[config.mk]
export PLATFORM = sky130hd
export DESIGN_NAME = img2col_reader
export DESIGN_NICKNAME = d
export VERILOG_FILES = /design/src/rtl/img2col_reader.sv
export SDC_FILE = /design/constraint.sdc
export NUM_CORES = 1
export LEC_CHECK = 0
export ABC_AREA = 1
export BUFFER_PORTS_ARGS = -buffer_cell sky130_fd_sc_hd__buf_2
export CAP_MARGIN = 20
export CORE_MARGIN = 2
export CORE_UTILIZATION = 35
export DETAILED_ROUTE_END_ITERATION = 12
export PLACE_DENSITY = 0.61
export SLEW_MARGIN = 10
export SYNTH_ARGS = -nofsm -noshare
export SYNTH_HDL_FRONTEND = slang
export SYNTH_SLANG_ARGS = --single-unit
[constraint.sdc]
create_clock -name clk -period 3.2 [get_ports clk]
set_input_delay 0.32 -clock clk [delete_from_list [all_inputs] [get_ports clk]]
set_output_delay 0.32 -clock clk [all_outputs]
set_load 0.01 [all_outputs]
[src/rtl/img2col_reader.sv]
// rtl/img2col_reader.sv - im2col patch reader: walks a row-major image in RAM and
// streams K x K stride-1 patches through a 2-entry credit-controlled output buffer.
module img2col_reader #(
  parameter int DATA_WIDTH = 8,
  parameter int ADDR_SIZE  = 10,
  parameter int IMG_H      = 8,
  parameter int IMG_W      = 8,
  parameter int K          = 3
) (
  input  logic                  clk,
  input  logic                  rst,
  input  logic                  start,
  output logic                  busy,
  output logic                  done,
  output logic                  mem_ena,
  output logic                  mem_wea,
  output logic [ADDR_SIZE-1:0]  mem_addr,
  input  logic [DATA_WIDTH-1:0] mem_rdata,
  output logic [DATA_WIDTH-1:0] m_data,
  output logic                  m_valid,
  input  logic                  m_ready,
  output logic                  m_patch_last,
  output logic                  m_frame_last
);

  localparam int OUT_H = IMG_H - K + 1;
  localparam int OUT_W = IMG_W - K + 1;
  localparam logic [ADDR_SIZE-1:0] K_LAST     = ADDR_SIZE'(K - 1);
  localparam logic [ADDR_SIZE-1:0] OY_LAST    = ADDR_SIZE'(OUT_H - 1);
  localparam logic [ADDR_SIZE-1:0] OX_LAST    = ADDR_SIZE'(OUT_W - 1);
  localparam logic [ADDR_SIZE-1:0] ROW_STRIDE = ADDR_SIZE'(IMG_W);
  localparam logic [ADDR_SIZE-1:0] ONE        = ADDR_SIZE'(1);

  typedef enum logic [1:0] {S_IDLE, S_RUN, S_DRAIN, S_DONE} state_t;

  state_t state_q, state_d;
  logic [ADDR_SIZE-1:0] oy_q, oy_d, ox_q, ox_d, ky_q, ky_d, kx_q, kx_d;
  logic inflight_q, inflight_d;
  logic pend_patch_q, pend_patch_d, pend_frame_q, pend_frame_d;
  logic [DATA_WIDTH-1:0] buf_data_q [2];
  logic [DATA_WIDTH-1:0] buf_data_d [2];
  logic [1:0] buf_patch_q, buf_patch_d, buf_frame_q, buf_frame_d;
  logic rd_ptr_q, rd_ptr_d, wr_ptr_q, wr_ptr_d;
  logic [1:0] count_q, count_d;

  logic issue, pop, push, at_patch_last, at_frame_last;
  logic [1:0] credit_used;

  // Credit counts reads in flight plus buffered entries, net of this cycle's pop,
  // so a read is only issued when its data is guaranteed a free slot.
  always_comb begin
    pop           = (count_q != 2'd0) && m_ready;
    push          = inflight_q;
    credit_used   = {1'b0, inflight_q} + count_q - {1'b0, pop};
    issue         = (state_q == S_RUN) && (credit_used < 2'd2);
    at_patch_last = (ky_q == K_LAST) && (kx_q == K_LAST);
    at_frame_last = at_patch_last && (oy_q == OY_LAST) && (ox_q == OX_LAST);
  end

  always_comb begin
    oy_d = oy_q;
    ox_d = ox_q;
    ky_d = ky_q;
    kx_d = kx_q;
    if (state_q == S_IDLE && start) begin
      oy_d = '0;
      ox_d = '0;
      ky_d = '0;
      kx_d = '0;
    end else if (issue) begin
      if (kx_q != K_LAST) begin
        kx_d = kx_q + ONE;
      end else begin
        kx_d = '0;
        if (ky_q != K_LAST) begin
          ky_d = ky_q + ONE;
        end else begin
          ky_d = '0;
          if (ox_q != OX_LAST) begin
            ox_d = ox_q + ONE;
          end else begin
            ox_d = '0;
            oy_d = (oy_q != OY_LAST) ? oy_q + ONE : '0;
          end
        end
      end
    end
  end

  // Flags travel alongside the read so they land in the buffer with their data.
  always_comb begin
    inflight_d   = issue;
    pend_patch_d = issue ? at_patch_last : pend_patch_q;
    pend_frame_d = issue ? at_frame_last : pend_frame_q;
  end

  always_comb begin
    buf_data_d  = buf_data_q;
    buf_patch_d = buf_patch_q;
    buf_frame_d = buf_frame_q;
    wr_ptr_d    = wr_ptr_q;
    rd_ptr_d    = rd_ptr_q;
    if (push) begin
      buf_data_d[wr_ptr_q]  = mem_rdata;
      buf_patch_d[wr_ptr_q] = pend_patch_q;
      buf_frame_d[wr_ptr_q] = pend_frame_q;
      wr_ptr_d              = ~wr_ptr_q;
    end
    if (pop) begin
      rd_ptr_d = ~rd_ptr_q;
    end
    count_d = count_q + {1'b0, push} - {1'b0, pop};
  end

  always_comb begin
    state_d = state_q;
    case (state_q)
      S_IDLE:  if (start) state_d = S_RUN;
      S_RUN:   if (issue && at_frame_last) state_d = S_DRAIN;
      // Leave as the final element is accepted so done lands on the next cycle.
      S_DRAIN: if (!inflight_q && (count_q == {1'b0, pop})) state_d = S_DONE;
      S_DONE:  state_d = S_IDLE;
      default: state_d = S_IDLE;
    endcase
  end

  always_comb begin
    busy         = (state_q != S_IDLE);
    done         = (state_q == S_DONE);
    mem_ena      = issue;
    mem_wea      = 1'b0;
    mem_addr     = (oy_q + ky_q) * ROW_STRIDE + ox_q + kx_q;
    m_valid      = (count_q != 2'd0);
    m_data       = buf_data_q[rd_ptr_q];
    m_patch_last = m_valid && buf_patch_q[rd_ptr_q];
    m_frame_last = m_valid && buf_frame_q[rd_ptr_q];
  end

  always_ff @(posedge clk or posedge rst) begin
    if (rst) begin
      state_q       <= S_IDLE;
      oy_q          <= '0;
      ox_q          <= '0;
      ky_q          <= '0;
      kx_q          <= '0;
      inflight_q    <= 1'b0;
      pend_patch_q  <= 1'b0;
      pend_frame_q  <= 1'b0;
      buf_data_q[0] <= '0;
      buf_data_q[1] <= '0;
      buf_patch_q   <= '0;
      buf_frame_q   <= '0;
      rd_ptr_q      <= 1'b0;
      wr_ptr_q      <= 1'b0;
      count_q       <= '0;
    end else begin
      state_q       <= state_d;
      oy_q          <= oy_d;
      ox_q          <= ox_d;
      ky_q          <= ky_d;
      kx_q          <= kx_d;
      inflight_q    <= inflight_d;
      pend_patch_q  <= pend_patch_d;
      pend_frame_q  <= pend_frame_d;
      buf_data_q    <= buf_data_d;
      buf_patch_q   <= buf_patch_d;
      buf_frame_q   <= buf_frame_d;
      rd_ptr_q      <= rd_ptr_d;
      wr_ptr_q      <= wr_ptr_d;
      count_q       <= count_d;
    end
  end

endmodule

# After elaboration in Yosys (flattened, before gate mapping)
# Cells that the tools add are included.
[op_classes]
n_addsub = 9
shifts = 0
n_bitwise = 4
mux = 36
reduce_logical = 21
n_lt_le_gt_ge = 7
multipliers = 0
n_div = 0
n_eq_ne = 18
[op_table]
columns = ["operator", "count"]
rows = [
  ["2-to-1 mux 10 bit", 18],
  ["adder 10 x 1 -> 10 bit (second input constant)", 4],
  ["2-to-1 mux 8 bit", 4],
  ["adder 10 bit", 2],
  ["== test 10 x 2 -> 1 bit (second input constant)", 2],
  ["== test 10 x 3 -> 1 bit (second input constant)", 2],
  ["inequality test 10 x 2 -> 1 bit (second input constant)", 2],
  ["inequality test 10 x 3 -> 1 bit (second input constant)", 2],
  ["bitwise mux 16 bit", 1],
  ["logical AND 1 bit", 12],
  ["inequality test 2 bit (second input constant)", 5],
  ["demux 8 bit (select 1 bit)", 1],
  ["one-hot mux 2 bit (4 select lines)", 1],
  ["adder 7 bit", 1],
  ["2-to-1 mux 2 bit", 3],
  ["AND reduction 3 bit", 2],
  ["nonzero test 2 bit", 3],
  ["2-to-1 mux 1 bit", 5],
  ["bitwise mux 2 bit", 2],
  ["== test 2 bit (second input constant)", 2],
  ["greater-or-equal comparator 2 bit (second input constant)", 2],
  ["< comparator 1 x 2 -> 1 bit (second input constant)", 2],
  ["NOT 1 -> 2 bit", 2],
  ["AND reduction 4 bit", 1],
  ["other kinds (13)", 14],
]
[totals]
out_inout_bits = 25
elab_cells = 110
regBits = 69
memories = 0
ram_bits = 0
inputBits = 12
latchBits = 0
romBits = 0

# Logic depth before layout (Yosys ltp)
[logic_depth]
word_depth = 8
mapped_depth = 20
ltp_nobuf = 19

# Least setup slack after synthesis
# No wires, ideal clock.
[synth_path]
kind = "reg2out"
startpoint = "register oy_q[0]"
endpoint = "output mem_addr[8]"
path_buffers = 0
arrival_time_ns = 2.875
required_ns = 2.880
path_stages_with_launch = 13
setup_slack_ns = 0.005
cell_sequence = "dfrtp_1 ha_1 fa_1 a21oi_1 o21ai_0 xor2_1 fa_1 ha_1 nand2_1 inv_1 a221oi_1 nand3_1 nand2_1"
[synth_between]
elab_chain_cells = 3
[synth_rtl]
columns = ["element", "line", "source"]
rows = [
  ["start: declaration", "37", "logic [ADDR_SIZE-1:0] oy_q, oy_d, ox_q, ox_d, ky_q, ky_d, kx_q, kx_d;"],
  ["start signal: assignment", "158", "oy_q <= oy_d;"],
  ["adder 7 bit", "132", "mem_addr = (oy_q + ky_q) * ROW_STRIDE + ox_q + kx_q;"],
  ["adder 10 bit (2 in series)", "132", ""],
  ["end: declaration", "17", "output logic [ADDR_SIZE-1:0] mem_addr,"],
]
# Every way passes these cells.

# Worst setup path after layout
# Ends and elaborated chain as after synthesis.

==> impl_metrics.env <==
export IMPL_final_core_util=0.4443
export IMPL_routed_wl_um=11540
export IMPL_drt_iter0_drc=232
export IMPL_worstSetupPathType="reg2out"
export IMPL_cts_tree="yes"
export IMPL_clock_sinks=69
export IMPL_ys_ff_latch=69
export IMPL_clockPowerShare=0.283
export IMPL_grt_max_degree=36
export IMPL_grt_overflow=0
export IMPL_nets=724
export IMPL_fp_coreArea_mm2=0.01324
export IMPL_drive_gt1_frac=0.2408
export IMPL_synth_edff_count=0
export IMPL_die_area_mm2=0.01451
export IMPL_switching_power_w=0.001621
export IMPL_layout_setup_ws_ns=-0.2840
export IMPL_p_sw_frac=0.3869
export IMPL_syn2layout_area_growth_pct=23.93
export IMPL_grt_total_usage=0.1718
export IMPL_async_flop_share=1.000
export IMPL_fin_tns_setup_ns=-0.6814
export IMPL_io_pins=37
export IMPL_die_x_um=120.5
export IMPL_crit_path_start_kind="flop"
export IMPL_p_leak_nw=2.921
export IMPL_min_path_type="in2async"
export IMPL_vias=4177
export IMPL_nFillCells=1339
export IMPL_grt_pass1_wl_um=19740
export IMPL_mostFrequentLayoutCell="nand2_1"
export IMPL_ir_drop_uv=240.4
export IMPL_p_int_w=0.002568
export IMPL_rsz0062_at_grt="yes"
export IMPL_wl_per_cell_um=13.53
export IMPL_ant_nets=0
export IMPL_mostFrequentLayoutCells="nand2_1, inv_1, dfrtp_1"
export IMPL_cts_made_buffers=9
export IMPL_h_tree_depth=3
export IMPL_comb_power_share=0.414
export IMPL_syn_area_mm2=0.004747
export IMPL_synth_cells=607
export IMPL_rr_worst_depth=19
export IMPL_clock_latency_ns=0.35
export IMPL_grt_pass1_vias=4070
export IMPL_ctsHoldBuffers=0
export IMPL_skew_ns=0.005054
export IMPL_setup_viol_count_final=4
export IMPL_yosysWarnings=0
export IMPL_avgSynthCellArea_um2=7.821
export IMPL_synth_fp_nets=659
export IMPL_finalCriticalPeriod_ns=3.484
export IMPL_crit_start="oy_q[0]"
export IMPL_drv_slew=0
export IMPL_first_pass_iters=5
export IMPL_min_period_over_period=1.089
export IMPL_cts_clk_slew_worst_paths_ns=0.06
export IMPL_finalHoldViolations=0
export IMPL_rrSetupSlack_ns=0.54
export IMPL_ys_flop_type="dfrtp_1"
export IMPL_power_frac_seq=0.302
export IMPL_die_h_um=120.5
export IMPL_initial_utilization=0.3585
export IMPL_rr_startpoint="count_q[1]"
export IMPL_synth_seq_area_share=0.3637
export IMPL_worstMarginPinSlew_ns=0.7193
export IMPL_outcome="finished with violations"
export IMPL_port_buffers=35
export IMPL_worst_path_max_fanout=4
export IMPL_violations="setup timing"
export IMPL_rows=42
export IMPL_antenna_found_initial=0
export IMPL_synth_cell_types=46
export IMPL_crit_path_end_kind="output port"
export IMPL_num_antenna_cells=0
export IMPL_gp_congestion=0.8810
export IMPL_root_buffer="clkbuf_16"
export IMPL_drc=0
export IMPL_fmaxAchievable_mhz=287.0
export IMPL_dpl_hpwl_um=8265
export IMPL_r2r_end="oy_q[0]"
export IMPL_clockBufferDepth=2
export IMPL_viasPerCell=4.897
export IMPL_relSlewSlack=0.5198
export IMPL_maxCapViolations=0
export IMPL_crit_required_ns=2.88
export IMPL_power_density_mw_per_mm2=712.0
export IMPL_worst_ep_arrival_time_ns=3.16
routing by layer:
metal | up-vias | routed length, µm | track usage
met3 | 12 | 456 | 0.04434
met4 | 0 | 143 | 0.04724
met2 | 82 | 5603 | 0.2825
li1 | 2101 | - | -
met1 | 1982 | 5336 | 0.2240
met5 | - | 0 | 0
worst max-delay path, stage by stage (launching register included):
cell and delay, ns:
dfrtp_1 0.39, ha_2 0.20, fa_2 0.36, a21oi_2 0.15
o21ai_2 0.08, xor2_1 0.19, fa_1 0.48, ha_4 0.33
nand2_2 0.05, inv_2 0.06, buf_4 0.10, nand4_1 0.12
nand2_1 0.09, nand2_1 0.05, nand2_1 0.05, buf_2 0.12
worst max path at each step:
stage | to | slack [ns] | cells past startpoint
2_1_floorplan | mem_addr[8] | 0.005 | 12
3_5_place_dp | mem_addr[8] | -0.24 | 14
3_3_place_gp | mem_addr[8] | -0.1 | 14
6_report | mem_addr[8] | -0.28 | 15
5_1_grt | mem_addr[9] | -0.46 | 17
4_1_cts | mem_addr[9] | -0.29 | 16
registers in the layout, indices dropped and copies added (netlist names):
| register | flops |
|---|---|
| rd_ptr_q | 1 |
| ox_q | 10 |
| inflight_q | 1 |
| oy_q | 10 |
| pend_patch_q | 1 |
| kx_q | 10 |
| pend_frame_q | 1 |
| ky_q | 10 |
| count_q | 2 |
| buf_frame_q | 2 |
| wr_ptr_q | 1 |
| buf_patch_q | 2 |
| state_q | 2 |
| buf_data_q | 16 |
cell type report:
class                   count  area (µm²)  area share
multi-input cells         437        2808      0.4772
flip-flops and latches     69        1727      0.2935
clock inverters             5       106.4     0.01808
inverters                  87       334.1     0.05678
repair buffers             68       445.4     0.07571
well taps                 176       220.2     0.03743
clock buffers              11       242.7     0.04126
per-stage QoR:
step / area, µm² / hold WS, ns / total power, W / cells / setup slack [ns]
2_1_floorplan: 4747 / 0.4534 / 0.002350 / 607 / 0.005027
3_3_place_gp: 5223 / 0.4674 / 0.002782 / 827 / -0.09601
3_5_place_dp: 5223 / 0.4739 / 0.002835 / 827 / -0.2442
4_1_cts: 5763 / 0.1159 / 0.004140 / 849 / -0.2936
5_1_grt: 5883 / 0.1472 / 0.004514 / 853 / -0.4587
6_report: 5883 / 0.09432 / 0.004189 / 853 / -0.2840
synth_stat cells (2+ instances only):
| master | n | area, µm² |
|---|---|---|
| buf_4 | 2 | 15.01 |
| nand3b_1 | 4 | 30.03 |
| o21ai_2 | 9 | 78.83 |
| a21oi_1 | 18 | 90.09 |
| a31oi_1 | 3 | 18.77 |
| ha_1 | 32 | 400.4 |
| nand3_1 | 42 | 210.2 |
| clkbuf_1 | 8 | 30.03 |
| o21ai_0 | 49 | 245.2 |
| nor2_2 | 6 | 37.54 |
| nand2_2 | 5 | 31.28 |
| nor2_1 | 33 | 123.9 |
| nand2_1 | 152 | 570.6 |
| o21ai_1 | 7 | 35.03 |
| or2_2 | 4 | 25.02 |
| nand4_1 | 14 | 87.58 |
| xnor2_1 | 2 | 17.52 |
| nor3_1 | 10 | 50.05 |
| xor2_1 | 15 | 131.4 |
| buf_6 | 2 | 22.52 |
| nor4_1 | 2 | 12.51 |
| inv_1 | 80 | 300.3 |
| inv_2 | 6 | 22.52 |
| nor2_4 | 4 | 45.04 |
| o22ai_1 | 2 | 12.51 |
| dfrtp_1 | 69 | 1727 |
| fa_1 | 8 | 160.2 |
power groups by stage:
stage	logic [W]	registers, W	clock network (W)
after floorplan	0.00111	0.00124	0
after global placement	0.00152	0.00127	0
after detailed placement	0.00156	0.00128	0
after CTS	0.00167	0.00126	0.00121
after global routing	0.00196	0.00130	0.00125
final	0.00174	0.00127	0.00119
logic make-up after synthesis:
logic type / share of synthesized area
buffers and inverters: 0.08935
XOR/XNOR: 0.03137
AND/OR/NAND/NOR: 0.2797
flip-flops: 0.3637
AO/OA/AOI/OAI: 0.1149
other: 0.0007900
multiplexers: 0.002109
adder cells (fa/ha/maj): 0.1181
what timing repair did:
item | CTS | global route
setup buffers | 6 | 5
setup endpoints to repair | 5 | 5
gates resized for setup | 29 | 24
pin swaps | 26 | 19
Power figures use the tool's default switching activity.
